### src/rtl/spi_pkg.sv
// Shared definitions for the SPI master controller: frame geometry, FSM states
// and the registered response bundle.
package spi_pkg;

    localparam int FRAME_BITS = 16;
    localparam int ADDR_BITS  = 7;
    localparam int DATA_BITS  = 8;

    typedef enum logic [2:0] {
        IDLE,
        SETUP,
        SHIFT,
        HOLD,
        GAP,
        ERR
    } spi_state_e;

    typedef struct packed {
        logic [DATA_BITS-1:0] rdata;
        logic                 err;
    } spi_rsp_t;

endpackage

### src/rtl/spi_clk_gen.sv
// SCLK divider: toggles the registered SCLK every CLK_DIV cycles while enabled
// and flags whether the edge being produced is the leading or trailing one.
module spi_clk_gen #(
    parameter logic CPOL    = 1'b0,
    parameter int   CLK_DIV = 4
) (
    input  logic clk,
    input  logic rst,
    input  logic i_en,
    output logic o_sclk,
    output logic o_lead_stb,
    output logic o_trail_stb
);

    localparam int             CW       = $clog2(CLK_DIV + 1);
    localparam logic [CW-1:0]  DIV_LAST = CW'(CLK_DIV - 1);

    logic [CW-1:0] r_div_cnt;
    logic          r_sclk;
    logic          w_stb;

    // Strobes fire on the clk edge that moves SCLK, so the controller can act in lockstep.
    assign w_stb       = i_en && (r_div_cnt == DIV_LAST);
    assign o_lead_stb  = w_stb && (r_sclk == CPOL);
    assign o_trail_stb = w_stb && (r_sclk != CPOL);
    assign o_sclk      = r_sclk;

    always_ff @(posedge clk or posedge rst) begin
        if (rst) begin
            r_div_cnt <= '0;
            r_sclk    <= CPOL;
        end else if (!i_en) begin
            r_div_cnt <= '0;
            r_sclk    <= CPOL;
        end else if (w_stb) begin
            r_div_cnt <= '0;
            r_sclk    <= ~r_sclk;
        end else begin
            r_div_cnt <= r_div_cnt + 1'b1;
        end
    end

endmodule

### src/rtl/spi_master_ctrl.sv
// SPI master sequencer: turns one accepted command into a single 16-bit frame
// (command byte then data byte) and reports completion on a one-cycle response.
module spi_master_ctrl
    import spi_pkg::*;
#(
    parameter logic CPOL    = 1'b0,
    parameter logic CPHA    = 1'b0,
    parameter int   SLAVES  = 1,
    parameter int   CLK_DIV = 4,
    parameter int   SID_W   = $clog2(SLAVES) + 1
) (
    input  logic                 clk,
    input  logic                 rst,
    input  logic                 cmd_valid,
    output logic                 cmd_ready,
    input  logic                 cmd_write,
    input  logic [SID_W-1:0]     cmd_slave,
    input  logic [ADDR_BITS-1:0] cmd_addr,
    input  logic [DATA_BITS-1:0] cmd_wdata,
    output logic                 rsp_valid,
    output logic [DATA_BITS-1:0] rsp_rdata,
    output logic                 rsp_err,
    output logic                 busy,
    output logic                 SCLK,
    output logic [SLAVES-1:0]    SS,
    output logic                 MOSI,
    input  logic                 MISO
);

    localparam int               CW        = $clog2(CLK_DIV + 1);
    localparam logic [CW-1:0]    DIV_LAST  = CW'(CLK_DIV - 1);
    localparam logic [SID_W-1:0] SLV_LIM   = SID_W'(SLAVES);
    localparam logic [5:0]       LAST_EDGE = 6'(2 * FRAME_BITS - 1);

    spi_state_e            r_state;
    logic [SLAVES-1:0]     r_ss;
    logic                  r_mosi;
    logic                  r_rsp_valid;
    logic                  r_write;
    spi_rsp_t              r_rsp;
    logic [FRAME_BITS-1:0] r_tx;
    logic [DATA_BITS-1:0]  r_rx;
    logic [CW-1:0]         r_cnt;
    logic [5:0]            r_edge_cnt;

    logic [FRAME_BITS-1:0] w_frame;
    logic                  w_shift_en;
    logic                  w_sclk;
    logic                  w_lead_stb;
    logic                  w_trail_stb;
    logic                  w_sample_stb;
    logic                  w_shift_stb;
    logic                  w_last_edge;
    logic                  w_cnt_done;

    // Reads send zeros in the data byte so the slave never sees stale write data.
    assign w_frame      = {cmd_write, cmd_addr, cmd_write ? cmd_wdata : {DATA_BITS{1'b0}}};
    assign w_shift_en   = (r_state == SHIFT);
    assign w_sample_stb = CPHA ? w_trail_stb : w_lead_stb;
    assign w_shift_stb  = CPHA ? w_lead_stb : w_trail_stb;
    assign w_last_edge  = (r_edge_cnt == LAST_EDGE);
    assign w_cnt_done   = (r_cnt == DIV_LAST);

    spi_clk_gen #(
        .CPOL    (CPOL),
        .CLK_DIV (CLK_DIV)
    ) u_clk_gen (
        .clk         (clk),
        .rst         (rst),
        .i_en        (w_shift_en),
        .o_sclk      (w_sclk),
        .o_lead_stb  (w_lead_stb),
        .o_trail_stb (w_trail_stb)
    );

    always_ff @(posedge clk or posedge rst) begin
        if (rst) begin
            r_state     <= IDLE;
            r_ss        <= '1;
            r_mosi      <= 1'b0;
            r_rsp_valid <= 1'b0;
            r_write     <= 1'b0;
            r_rsp       <= '0;
            r_tx        <= '0;
            r_rx        <= '0;
            r_cnt       <= '0;
            r_edge_cnt  <= '0;
        end else begin
            r_rsp_valid <= 1'b0;
            case (r_state)
                IDLE: begin
                    if (cmd_valid) begin
                        r_write    <= cmd_write;
                        r_cnt      <= '0;
                        r_edge_cnt <= '0;
                        if (cmd_slave >= SLV_LIM) begin
                            r_state     <= ERR;
                            r_rsp_valid <= 1'b1;
                            r_rsp       <= '{rdata: '0, err: 1'b1};
                        end else begin
                            r_state <= SETUP;
                            for (int i = 0; i < SLAVES; i++) begin
                                r_ss[i] <= (SID_W'(i) != cmd_slave);
                            end
                            // With CPHA=0 the first bit must be on the wire before the first sampling edge.
                            if (!CPHA) begin
                                r_mosi <= w_frame[FRAME_BITS-1];
                                r_tx   <= {w_frame[FRAME_BITS-2:0], 1'b0};
                            end else begin
                                r_mosi <= 1'b0;
                                r_tx   <= w_frame;
                            end
                        end
                    end
                end
                ERR: begin
                    r_state <= IDLE;
                end
                SETUP: begin
                    if (w_cnt_done) begin
                        r_state <= SHIFT;
                        r_cnt   <= '0;
                    end else begin
                        r_cnt <= r_cnt + 1'b1;
                    end
                end
                SHIFT: begin
                    if (w_sample_stb) begin
                        r_rx <= {r_rx[DATA_BITS-2:0], MISO};
                    end
                    if (w_shift_stb && !(!CPHA && w_last_edge)) begin
                        r_mosi <= r_tx[FRAME_BITS-1];
                        r_tx   <= {r_tx[FRAME_BITS-2:0], 1'b0};
                    end
                    if (w_lead_stb || w_trail_stb) begin
                        if (w_last_edge) begin
                            r_state    <= HOLD;
                            r_edge_cnt <= '0;
                            r_cnt      <= '0;
                        end else begin
                            r_edge_cnt <= r_edge_cnt + 6'd1;
                        end
                    end
                end
                HOLD: begin
                    if (w_cnt_done) begin
                        r_state     <= GAP;
                        r_cnt       <= '0;
                        r_ss        <= '1;
                        r_mosi      <= 1'b0;
                        r_rsp_valid <= 1'b1;
                        r_rsp.rdata <= r_write ? '0 : r_rx;
                        r_rsp.err   <= 1'b0;
                    end else begin
                        r_cnt <= r_cnt + 1'b1;
                    end
                end
                GAP: begin
                    if (w_cnt_done) begin
                        r_state <= IDLE;
                        r_cnt   <= '0;
                    end else begin
                        r_cnt <= r_cnt + 1'b1;
                    end
                end
                default: begin
                    r_state <= IDLE;
                end
            endcase
        end
    end

    assign cmd_ready = (r_state == IDLE);
    assign busy      = (r_state != IDLE);
    assign rsp_valid = r_rsp_valid;
    assign rsp_rdata = r_rsp.rdata;
    assign rsp_err   = r_rsp.err;
    assign SCLK      = w_sclk;
    assign SS        = r_ss;
    assign MOSI      = r_mosi;

endmodule
### config.mk
export PLATFORM = sky130hd
export DESIGN_NAME = spi_master_ctrl
export DESIGN_NICKNAME = d
export VERILOG_FILES = /design/src/rtl/spi_pkg.sv /design/src/rtl/spi_clk_gen.sv /design/src/rtl/spi_master_ctrl.sv
export SDC_FILE = /design/constraint.sdc
export NUM_CORES = 1
export LEC_CHECK = 0
export CORE_ASPECT_RATIO = 0.9
export CORE_MARGIN = 10
export CORE_UTILIZATION = 58
export DETAILED_ROUTE_END_ITERATION = 12
export GPL_TIMING_DRIVEN = 0
export HOLD_SLACK_MARGIN = 0.12
export PLACE_DENSITY = 0.84
export SLEW_MARGIN = 40
export SYNTH_ARGS = -nofsm -noshare
export SYNTH_HDL_FRONTEND = slang
export SYNTH_SLANG_ARGS = --single-unit
### constraint.sdc
create_clock -name clk -period 5 [get_ports clk]
set_input_delay 0.5 -clock clk [delete_from_list [all_inputs] [get_ports clk]]
set_output_delay 0.5 -clock clk [all_outputs]
set_load 0.05 [all_outputs]
==> flow_metrics.env, run 1 <==
export IMPL_outcome="finished, final reports clean"
export IMPL_route_vias_total=1921
export IMPL_ant_nets=0
export IMPL_report_final_hold_viol_count=0
export IMPL_grt_setup_unrepaired="no"
export IMPL_route_detailed_drc=0
export IMPL_worstHoldEndpoint="u_clk_gen.r_div_cnt[0]"
export IMPL_cts_sink_count=52
export IMPL_ff2ff_path_depth=7
export IMPL_netlist_instances=234
export IMPL_cts_buffer_depth=2
export IMPL_detailedRoute_firstIterationViolations=168
export IMPL_grt_start_max_net_pins=28
export IMPL_fin_crit_sh_pct=56.7
export IMPL_max_slew_margin_rel_pct=62.3
export IMPL_synth_edf_count=0
export IMPL_power_leakage_nw=1.39
export IMPL_crit_path_start_kind="flip-flop"
export IMPL_diodes=0
export IMPL_row_count=23
export IMPL_io_buffer_count=34
export IMPL_core_area_um2=4400
export IMPL_total_setup_violations_reported_at_the_end_of_the_flow=0
export IMPL_initial_antenna_violation_count=0
export IMPL_worst_r2r_setup_slack_ns=2.94
export IMPL_area_of_the_mapped_netlist_um2=2610
export IMPL_synth_top_cell_area_share_pct=48.9
export IMPL_dominantRegCellSynth="dfrtp_1"
export IMPL_synth_compound_gate_area_share_pct=12.8
export IMPL_number_of_clock_buffers_inserted_by_tritoncts=5
export IMPL_yosys_cell_count_top_type="dfrtp_1"
export IMPL_area_growth_syn_to_layout_pct=20.0
export IMPL_synth_simple_area_share_pct=16.0
export IMPL_worst_pin_slew_ns=0.561
export IMPL_ys_seq_area_share_pct=49.9
export IMPL_pin_count=36
export IMPL_netlist_top_cells_count="dfrtp_1 (51), nand2_1 (25), mux2_2 (21)"
export IMPL_clock_skew_ns=0.00615
export IMPL_filler_cell_count=325
export IMPL_drt_total_wl_um=5320
export IMPL_yosys_warnings=0
export IMPL_worst_endpoint_data_arrival_time_ns=2.34
export IMPL_critical_path_endpoint_type="output port"
export IMPL_postSynthAreaPerCell_um2=11.2
export IMPL_largest_family_of_logic_cells_by_synthesized_area="simple AND/OR/NAND/NOR gates"
export IMPL_finalCriticalPeriod_ns=2.84
export IMPL_synth_largest_area_cell="dfrtp_1"
export IMPL_layout_core_utilization_pct=71.2
export IMPL_synth_distinct_cells=51
export IMPL_proportion_of_register_bits_with_asynchronous_set_or_reset_after_synthesis_pct=100
export IMPL_final_layout_size_suffix_gt1_share_pct=18.8
export IMPL_worstReg2RegEnd="r_tx[9]"
export IMPL_cts_repair_resized=0
export IMPL_worstHoldPathCells=1
export IMPL_die_x_um=90.7
export IMPL_yosys_register_bits=52
export IMPL_postCtsSetupBuffers=0
export IMPL_peak_supply_drop_mv=0.434
export IMPL_grtUsageTotal_pct=14.5
export IMPL_setup_total_negative_slack_ns=0
export IMPL_ys_top_cells_by_area="dfrtp_1 (49%), mux2_2 (9.1%), mux2_4 (4.6%)"
export IMPL_holdCritPathClass="reg -> reg"
export IMPL_clk_pin_slew_ns=0.09
export IMPL_synth_nets=258
export IMPL_post_synth_fa_ha_maj_area_fraction_pct=1.44
export IMPL_yosys_mux_area_fraction_pct=15.2
export IMPL_grt_pass1_wl_um=9330
export IMPL_first_global_vias=1970
export IMPL_clock_fmax_mhz=353
export IMPL_place_gp_congestion=0.786
export IMPL_die_outline_height_um=83.7
export IMPL_layout_nets=300
export IMPL_overflow=0
export IMPL_drt_pass1_iter_count=4
export IMPL_ctsHtreeMaxLevel=2
export IMPL_worst_reg2reg_startpoint="r_edge_cnt[0]"
export IMPL_route_detailed_vias_per_inst=5.68
export IMPL_worst_ep_required_time_ns=4.50
export IMPL_p_per_area_nw_per_um2=478
export IMPL_slew_viol_final=0
export IMPL_clock_root_buffer="clkbuf_8"
export IMPL_setup_worst_path_class="reg -> out"
export IMPL_cts_hold_fix_buffers=0
export IMPL_initial_utilization_pct=59.3
export IMPL_max_cap_viol=0
export IMPL_xor_xnor_portion_of_the_synthesized_cell_area_pct=0.671
export IMPL_hpwl_detailed_um=3780
export IMPL_worst_path_max_fanout=10
export IMPL_clkLatencyLatePin_ns=0.31
export IMPL_detail_route_wl_per_cell_um=15.7
export IMPL_startpoint_of_the_worst_hold_path="u_clk_gen.r_div_cnt[0]"
export IMPL_clock_tree_from_tritoncts="yes"
export IMPL_die_footprint_um2=7590
## layout by cell type (no fill, tap or decap), types with 2 or more instances in the layout
cell type,synthesis,final
dfrtp_1,51,51
a21oi_1,6,6
nor3b_1,4,4
nor3_1,3,3
nand3_1,5,5
clkdlybuf4s50_1,0,34
o41ai_1,2,2
ha_1,3,3
nand2_1,25,25
nand2b_1,7,7
mux2_2,21,21
a211oi_1,2,2
clkbuf_1,4,4
o21ai_1,2,2
a2bb2oi_1,3,3
buf_6,3,3
nand3b_1,2,2
xnor2_1,2,2
mux2i_1,4,4
or3_1,3,3
clkbuf_8,0,5
nor2b_1,6,6
buf_2,4,4
o21ai_0,15,15
and2_1,2,2
o31ai_1,2,2
nor2_1,8,8
mux2_4,8,8
inv_1,7,6
a22o_1,7,7
## how the worst max path moves through the flow
stage | cells past startpoint | from | end
2_1_floorplan | 6 | r_state[1] | r_write
3_3_place_gp | 2 | rst | r_edge_cnt[2]
3_5_place_dp | 5 | r_state[1] | cmd_ready
4_1_cts | 5 | r_state[1] | cmd_ready
5_1_grt | 5 | r_state[1] | cmd_ready
6_report | 5 | r_state[1] | cmd_ready
## power by group
group | switching [mW] | total, mW | internal (mW) | leakage, nW
sequential | 0.0657 | 0.590 | 0.524 | 0.679
clock | 0.136 | 0.231 | 0.0951 | 0.0400
combinational | 0.382 | 0.677 | 0.295 | 0.670
## sequential cells by signal (all words and copies together) (netlist names)
register             flops
r_tx                    15
r_rx                     8
rsp_rdata                8
r_edge_cnt               6
r_cnt                    3
r_state                  3
u_clk_gen.r_div_cnt      3
MOSI                     1
SS                       1
r_write                  1
rsp_err                  1
rsp_valid                1
u_clk_gen.o_sclk         1
## cell type report
| type | instances | area, um^2 | share of cell area (%) |
|---|---|---|---|
| Clock buffer | 5 | 68.8 | 2.20 |
| Sequential cell | 52 | 1300 | 41.6 |
| Clock inverter | 2 | 12.5 | 0.399 |
| Timing Repair Buffer | 35 | 360 | 11.5 |
| Buffer | 13 | 80.1 | 2.56 |
| Tap cell | 62 | 77.6 | 2.48 |
| Multi-Input combinational cell | 162 | 1200 | 38.4 |
| Inverter | 7 | 28.8 | 0.919 |
## critical path: stages (launching register included)
cell and delay [ns]:
dfrtp_1 0.47, buf_2 0.23, inv_1 0.23, nand2_1 0.16, inv_1 0.13, clkdlybuf4s50_1 0.81
## logic make-up (layout without fill, tap and decap cells)
kind of cell	count (synthesis)	count (layout)
buf+inv	20	62
mux	33	33
xor+xnor	2	2
compound gates	49	49
fa+ha+maj	3	3
simple gates	75	75
flops	52	52
## metrics by stage
stage	hold WS [ns]	total power, mW	worst slack (ns)	instances	instance area [um^2]
final	0.450	1.50	2.16	338	3130
after global routing	0.465	1.59	2.04	338	3130
after CTS	0.451	1.50	2.17	338	3130
after detailed placement	0.442	1.26	2.53	331	3050
after global placement	0.432	1.24	2.29	330	3030
after floorplan	0.419	1.09	2.90	234	2610
## routing by layer
layer	share of wire [%]	global-route usage, %	wire length, um
met1	45	18.9	2410
met3	6.6	3.69	351
met4	1.9	5.49	100
met2	46	22.5	2460
met5	0	0	0
No activity file was read; power rests on OpenSTA's default activity.
==> inputs of run 2 (changes only) <==
--- a/config.mk
+++ b/config.mk
@@ -7,11 +7,11 @@
 export LEC_CHECK = 0
 export CORE_ASPECT_RATIO = 0.9
 export CORE_MARGIN = 10
-export CORE_UTILIZATION = 58
+export CORE_UTILIZATION = 54
 export DETAILED_ROUTE_END_ITERATION = 12
 export GPL_TIMING_DRIVEN = 0
 export HOLD_SLACK_MARGIN = 0.12
-export PLACE_DENSITY = 0.84
+export PLACE_DENSITY = 0.79
 export SLEW_MARGIN = 40
 export SYNTH_ARGS = -nofsm -noshare
 export SYNTH_HDL_FRONTEND = slang
==> constraint.sdc (replaced) <==
create_clock -name clk -period 2.87 [get_ports clk]
set_input_delay 0.287 -clock clk [delete_from_list [all_inputs] [get_ports clk]]
set_output_delay 0.287 -clock clk [all_outputs]
set_load 0.05 [all_outputs]
==> flow_metrics.env, run 2 (synthesis results as in run 1) <==
export IMPL_detail_route_wl_per_cell_um=15.4
export IMPL_p_per_area_nw_per_um2=849
export IMPL_crit_path_cell_trace="buf_2 > inv_1 > nand2_1 > inv_1 > clkdlybuf4s50_1"
export IMPL_number_of_clock_buffers_inserted_by_tritoncts=5
export IMPL_worst_endpoint_data_arrival_time_ns=2.38
export IMPL_path_buf_inv=4
export IMPL_drt_total_wl_um=5220
export IMPL_worstReg2RegEnd="r_tx[3]"
export IMPL_cts_sink_count=52
export IMPL_clock_tree_from_tritoncts="yes"
export IMPL_drt_pass1_iter_count=4
export IMPL_cts_hold_fix_buffers=0
export IMPL_ctsHtreeMaxLevel=2
export IMPL_grt_setup_unrepaired="no"
export IMPL_clock_skew_ns=0.00654
export IMPL_max_slew_margin_rel_pct=64.2
export IMPL_postCtsSetupBuffers=0
export IMPL_holdCritPathClass="in -> async"
export IMPL_worst_path_max_fanout=10
export IMPL_largest_reg_flops=15
export IMPL_io_buffer_count=34
export IMPL_fin_area_um2=3160
export IMPL_critical_path_top_delay_family="buffers and inverters"
export IMPL_clk_pin_slew_ns=0.09
export IMPL_worst_pin_slew_ns=0.533
export IMPL_worst_reg2reg_startpoint="r_edge_cnt[0]"
export IMPL_worst_r2r_setup_slack_ns=0.87
export IMPL_slew_viol_final=0
export IMPL_clock_fmax_mhz=375
export IMPL_finalCriticalPeriod_ns=2.66
export IMPL_diodes=0
export IMPL_power_leakage_nw=1.40
export IMPL_area_growth_syn_to_layout_pct=21.0
export IMPL_grt_pass1_wl_um=8560
export IMPL_initial_utilization_pct=57.1
export IMPL_initial_antenna_violation_count=0
export IMPL_max_flop_register="r_tx"
export IMPL_setup_total_negative_slack_ns=0
export IMPL_total_setup_violations_reported_at_the_end_of_the_flow=0
export IMPL_clkLatencyLatePin_ns=0.30
export IMPL_cts_repair_resized=0
export IMPL_critical_path_endpoint_type="output port"
export IMPL_place_gp_congestion=0.811
export IMPL_pin_count=36
export IMPL_ant_nets=0
export IMPL_route_vias_total=1864
export IMPL_die_outline_height_um=86.0
export IMPL_core_area_um2=4580
export IMPL_clock_root_buffer="clkbuf_8"
export IMPL_outcome="finished, final reports clean"
export IMPL_overflow=0
export IMPL_postPlaceCellArea_um2=3050
export IMPL_grt_start_max_net_pins=30
export IMPL_layout_cells_most_common="dfrtp_1"
export IMPL_layout_nets=300
export IMPL_max_cap_viol=0
export IMPL_worst_ep_required_time_ns=2.58
export IMPL_detailedRoute_firstIterationViolations=146
export IMPL_fin_crit_sh_pct=92.8
export IMPL_ff2ff_path_depth=7
export IMPL_setup_ws_ns=0.206
export IMPL_layout_core_utilization_pct=69.0
export IMPL_report_final_hold_viol_count=0
export IMPL_critical_path_slowest_cell="clkdlybuf4s50_1"
export IMPL_peak_supply_drop_mv=0.724
export IMPL_route_detailed_vias_per_inst=5.50
export IMPL_die_x_um=93.3
export IMPL_die_footprint_um2=8020
export IMPL_layout_cells_most_common_list="dfrtp_1 (51), clkdlybuf4s50_1 (34), nand2_1 (25), mux2_2 (21), o21ai_0 (15)"
export IMPL_filler_cell_count=366
export IMPL_setup_worst_path_class="reg -> out"
export IMPL_row_count=23
export IMPL_grtUsageTotal_pct=13.0
export IMPL_crit_path_start_kind="flip-flop"
export IMPL_dp_worst_setup_slack_ns=0.594
export IMPL_route_detailed_drc=0
export IMPL_final_layout_size_suffix_gt1_share_pct=18.8
export IMPL_critical_path_top_cell_by_count="inv_1"
export IMPL_cts_buffer_depth=2
export IMPL_first_global_vias=1829
export IMPL_hpwl_detailed_um=3830
export IMPL_timing_critical_path_slowest_cell_delay_ns=0.81
## run 2: changes by cell type in the layout (fill, tap and decap cells not counted), sizes merged
cell,change
bufinv,+1
clkbuf,+1
clkinvlp,-1
## run 2: final cells by class
| type | instances | area, um^2 | area share, % |
|---|---|---|---|
| plain buffers | 13 | 80.1 | 2.53 |
| clock buffers | 6 | 72.6 | 2.30 |
| clock inverters | 2 | 35.0 | 1.11 |
| inverters | 7 | 28.8 | 0.911 |
| multi-input cells | 162 | 1200 | 38.1 |
| flip-flops and latches | 52 | 1300 | 41.2 |
| well taps | 62 | 77.6 | 2.46 |
| repair buffers | 35 | 360 | 11.4 |
## run 2: how the worst max path moves through the flow
stage / startpoint / endpoint / slack [ns] / cells after the start
floorplan: r_state[1] / r_write / 0.77 / 6
CTS: r_state[1] / cmd_ready / 0.24 / 5
detailed placement: r_state[1] / cmd_ready / 0.59 / 5
finish: r_state[1] / cmd_ready / 0.21 / 5
global route: r_state[1] / cmd_ready / 0.09 / 5
global placement: rst / r_edge_cnt[1] / 0.37 / 2
## run 2: layer usage
metal | wire length (um) | up-vias | track usage [%]
met4 | 58 | 0 | 3.22
met5 | 0 | - | 0
met2 | 2290 | 51 | 19.2
met3 | 294 | 7 | 3.66
li1 | - | 923 | -
met1 | 2570 | 883 | 18.0
## run 2: stage by stage
| stage | std cells | hold WS (ns) | power (mW) |
|---|---|---|---|
| global placement | 330 | 0.433 | 2.16 |
| detailed placement | 331 | 0.444 | 2.19 |
| floorplan | 234 | 0.419 | 1.89 |
| finish | 339 | 0.293 | 2.68 |
| global route | 339 | 0.319 | 2.85 |
| CTS | 339 | 0.303 | 2.70 |
## run 2: worst register-to-register path: stages, from the launching register on
cell and delay [ns]:
dfrtp_1 0.39, ha_1 0.19, nand3_1 0.15, nor2_1 0.32, o22a_1 0.23, buf_6 0.13
buf_6 0.17, mux2_4 0.31
## run 2: where the power goes
| group | switching (mW) | total (mW) | internal [mW] |
|---|---|---|---|
| sequential | 0.115 | 1.03 | 0.913 |
| combinational | 0.650 | 1.16 | 0.513 |
| clock | 0.230 | 0.489 | 0.259 |
==> inputs of run 3 (changes only) <==
--- a/config.mk
+++ b/config.mk
@@ -7,11 +7,11 @@
 export LEC_CHECK = 0
 export CORE_ASPECT_RATIO = 0.9
 export CORE_MARGIN = 10
-export CORE_UTILIZATION = 54
+export CORE_UTILIZATION = 49
 export DETAILED_ROUTE_END_ITERATION = 12
 export GPL_TIMING_DRIVEN = 0
 export HOLD_SLACK_MARGIN = 0.12
-export PLACE_DENSITY = 0.79
+export PLACE_DENSITY = 0.75
 export SLEW_MARGIN = 40
 export SYNTH_ARGS = -nofsm -noshare
 export SYNTH_HDL_FRONTEND = slang
==> constraint.sdc (replaced) <==
create_clock -name clk -period 2.2 [get_ports clk]
set_input_delay 0.22 -clock clk [delete_from_list [all_inputs] [get_ports clk]]
set_output_delay 0.22 -clock clk [all_outputs]
set_load 0.05 [all_outputs]
==> flow_metrics.env, run 3 (synthesis results as in run 1) <==
export IMPL_pin_count=36
export IMPL_die_x_um=97.0
export IMPL_row_count=25
export IMPL_clk_pin_slew_ns=0.10
export IMPL_worst_pin_slew_ns=0.581
export IMPL_postPlaceCellArea_um2=3060
export IMPL_grtUsageTotal_pct=12.5
export IMPL_holdCritPathClass="in -> async"
export IMPL_layout_cells_most_common="dfrtp_1"
export IMPL_initial_utilization_pct=50.0
export IMPL_max_slew_margin_rel_pct=61.0
export IMPL_clkLatencyLatePin_ns=0.31
export IMPL_cts_buffer_depth=2
export IMPL_worst_path_max_fanout=10
export IMPL_clock_skew_ns=0.00850
export IMPL_area_growth_syn_to_layout_pct=21.4
export IMPL_ant_nets=0
export IMPL_layout_nets=300
export IMPL_initial_antenna_violation_count=0
export IMPL_placedCellCount=336
export IMPL_critical_path_endpoint_type="output port"
export IMPL_ctsHtreeMaxLevel=2
export IMPL_final_cells=344
export IMPL_fin_area_um2=3170
export IMPL_power_leakage_nw=1.40
export IMPL_core_area_um2=5220
export IMPL_largest_reg_flops=15
export IMPL_number_of_clock_buffers_inserted_by_tritoncts=5
export IMPL_worst_ep_required_time_ns=1.98
export IMPL_detailedRoute_firstIterationViolations=105
export IMPL_setup_total_negative_slack_ns=0
export IMPL_grt_setup_unrepaired="no"
export IMPL_layout_cells_most_common_list="dfrtp_1 (50), clkdlybuf4s50_1 (32), nand2_1 (25), mux2_2 (21), o21ai_0 (15)"
export IMPL_fin_crit_sh_pct=93.1
export IMPL_worst_reg2reg_startpoint="r_edge_cnt[0]"
export IMPL_cts_hold_fix_buffers=0
export IMPL_setup_worst_path_class="reg -> out"
export IMPL_total_setup_violations_reported_at_the_end_of_the_flow=0
export IMPL_report_final_hold_viol_count=0
export IMPL_clock_tree_from_tritoncts="yes"
export IMPL_die_footprint_um2=8650
export IMPL_clock_root_buffer="clkbuf_8"
export IMPL_layout_core_utilization_pct=60.7
export IMPL_overflow=0
export IMPL_die_outline_height_um=89.3
export IMPL_clock_fmax_mhz=488
export IMPL_detail_route_wl_per_cell_um=15.1
export IMPL_final_hold_slack_ns=0.216
export IMPL_max_flop_register="r_tx"
export IMPL_route_detailed_vias_per_inst=5.40
export IMPL_slew_viol_final=0
export IMPL_route_vias_total=1857
export IMPL_hpwl_detailed_um=3850
export IMPL_worstSetupStartpoint="r_state[1]"
export IMPL_worst_endpoint_data_arrival_time_ns=1.83
export IMPL_diodes=0
export IMPL_dp_worst_setup_slack_ns=-0.0305
export IMPL_io_buffer_count=34
export IMPL_drt_pass1_iter_count=6
export IMPL_first_global_vias=1968
export IMPL_total_power_mw=3.49
export IMPL_final_layout_size_suffix_gt1_share_pct=20.6
export IMPL_max_cap_viol=0
export IMPL_outcome="finished, final reports clean"
export IMPL_drt_total_wl_um=5190
export IMPL_route_detailed_drc=0
export IMPL_peak_supply_drop_mv=0.576
export IMPL_grt_start_max_net_pins=28
export IMPL_crit_path_start_kind="flip-flop"
export IMPL_grt_pass1_wl_um=9140
export IMPL_setup_ws_ns=0.152
export IMPL_place_gp_congestion=0.771
export IMPL_finalCriticalPeriod_ns=2.05
export IMPL_p_per_area_nw_per_um2=1100
export IMPL_cts_sink_count=52
-- run 3: cell count changes in the layout (fill, tap and decap cells not counted) --
cell,delta
inv_1,-1
clkbuf_2,+1
clkbuf_1,-1
clkdlybuf4s15_2,+1
dfrtp_1,-1
clkdlybuf4s50_1,-2
dfrtp_2,+1
clkinvlp_4,+2
-- run 3: final timing paths --
kind / endpoint / slack [ns] / cells after the start
setup / recovery: cmd_ready / 0.15 / 5
hold / removal: rsp_rdata[0] / 0.22 / 2
setup reg to reg: r_tx[6] / 0.19 / 7
hold reg to reg: u_clk_gen.r_div_cnt[0] / 0.45 / 1
max in group asynchronous: SS / 1.46 / 3
min in group clk: r_write / 0.41 / 3
-- run 3: what timing repair did --
item | CTS | global route
buffers inserted | 0 | 0
resized for setup | 4 | 4
setup endpoints to repair | 2 | 2
-- run 3: final cells by class --
type,count,area (um^2)
buffer,13,80.1
clock buffer,5,68.8
clock inverter,3,42.5
fill,446,2050
inverter,7,32.5
multi-input combinational,162,1200
sequential,52,1300
tap,67,83.8
timing repair buffer,35,357
-- run 3: power by group --
group	internal [mW]	leakage, nW	switching, mW	total, mW
clock network	0.337	0.0541	0.312	0.649
registers	1.19	0.677	0.149	1.34
logic	0.657	0.667	0.839	1.50
-- run 3: per-layer routing --
metal  wire [um]  part of all wire [%]  global-route usage, %  vias up
li1            -                     -                      -      917
met1        2450                    47                   15.1      899
met2        2400                    46                   20.8       33
met3         263                   5.1                   3.86        8
met4          75                   1.4                   4.55        0
met5           0                     0                      0        -
-- run 3: worst max-delay path: stages, from the launching register on --
cell             delay, ns
dfrtp_2               0.43
buf_2                 0.24
clkinvlp_4            0.23
nand2_1               0.18
inv_1                 0.09
clkdlybuf4s15_2       0.34
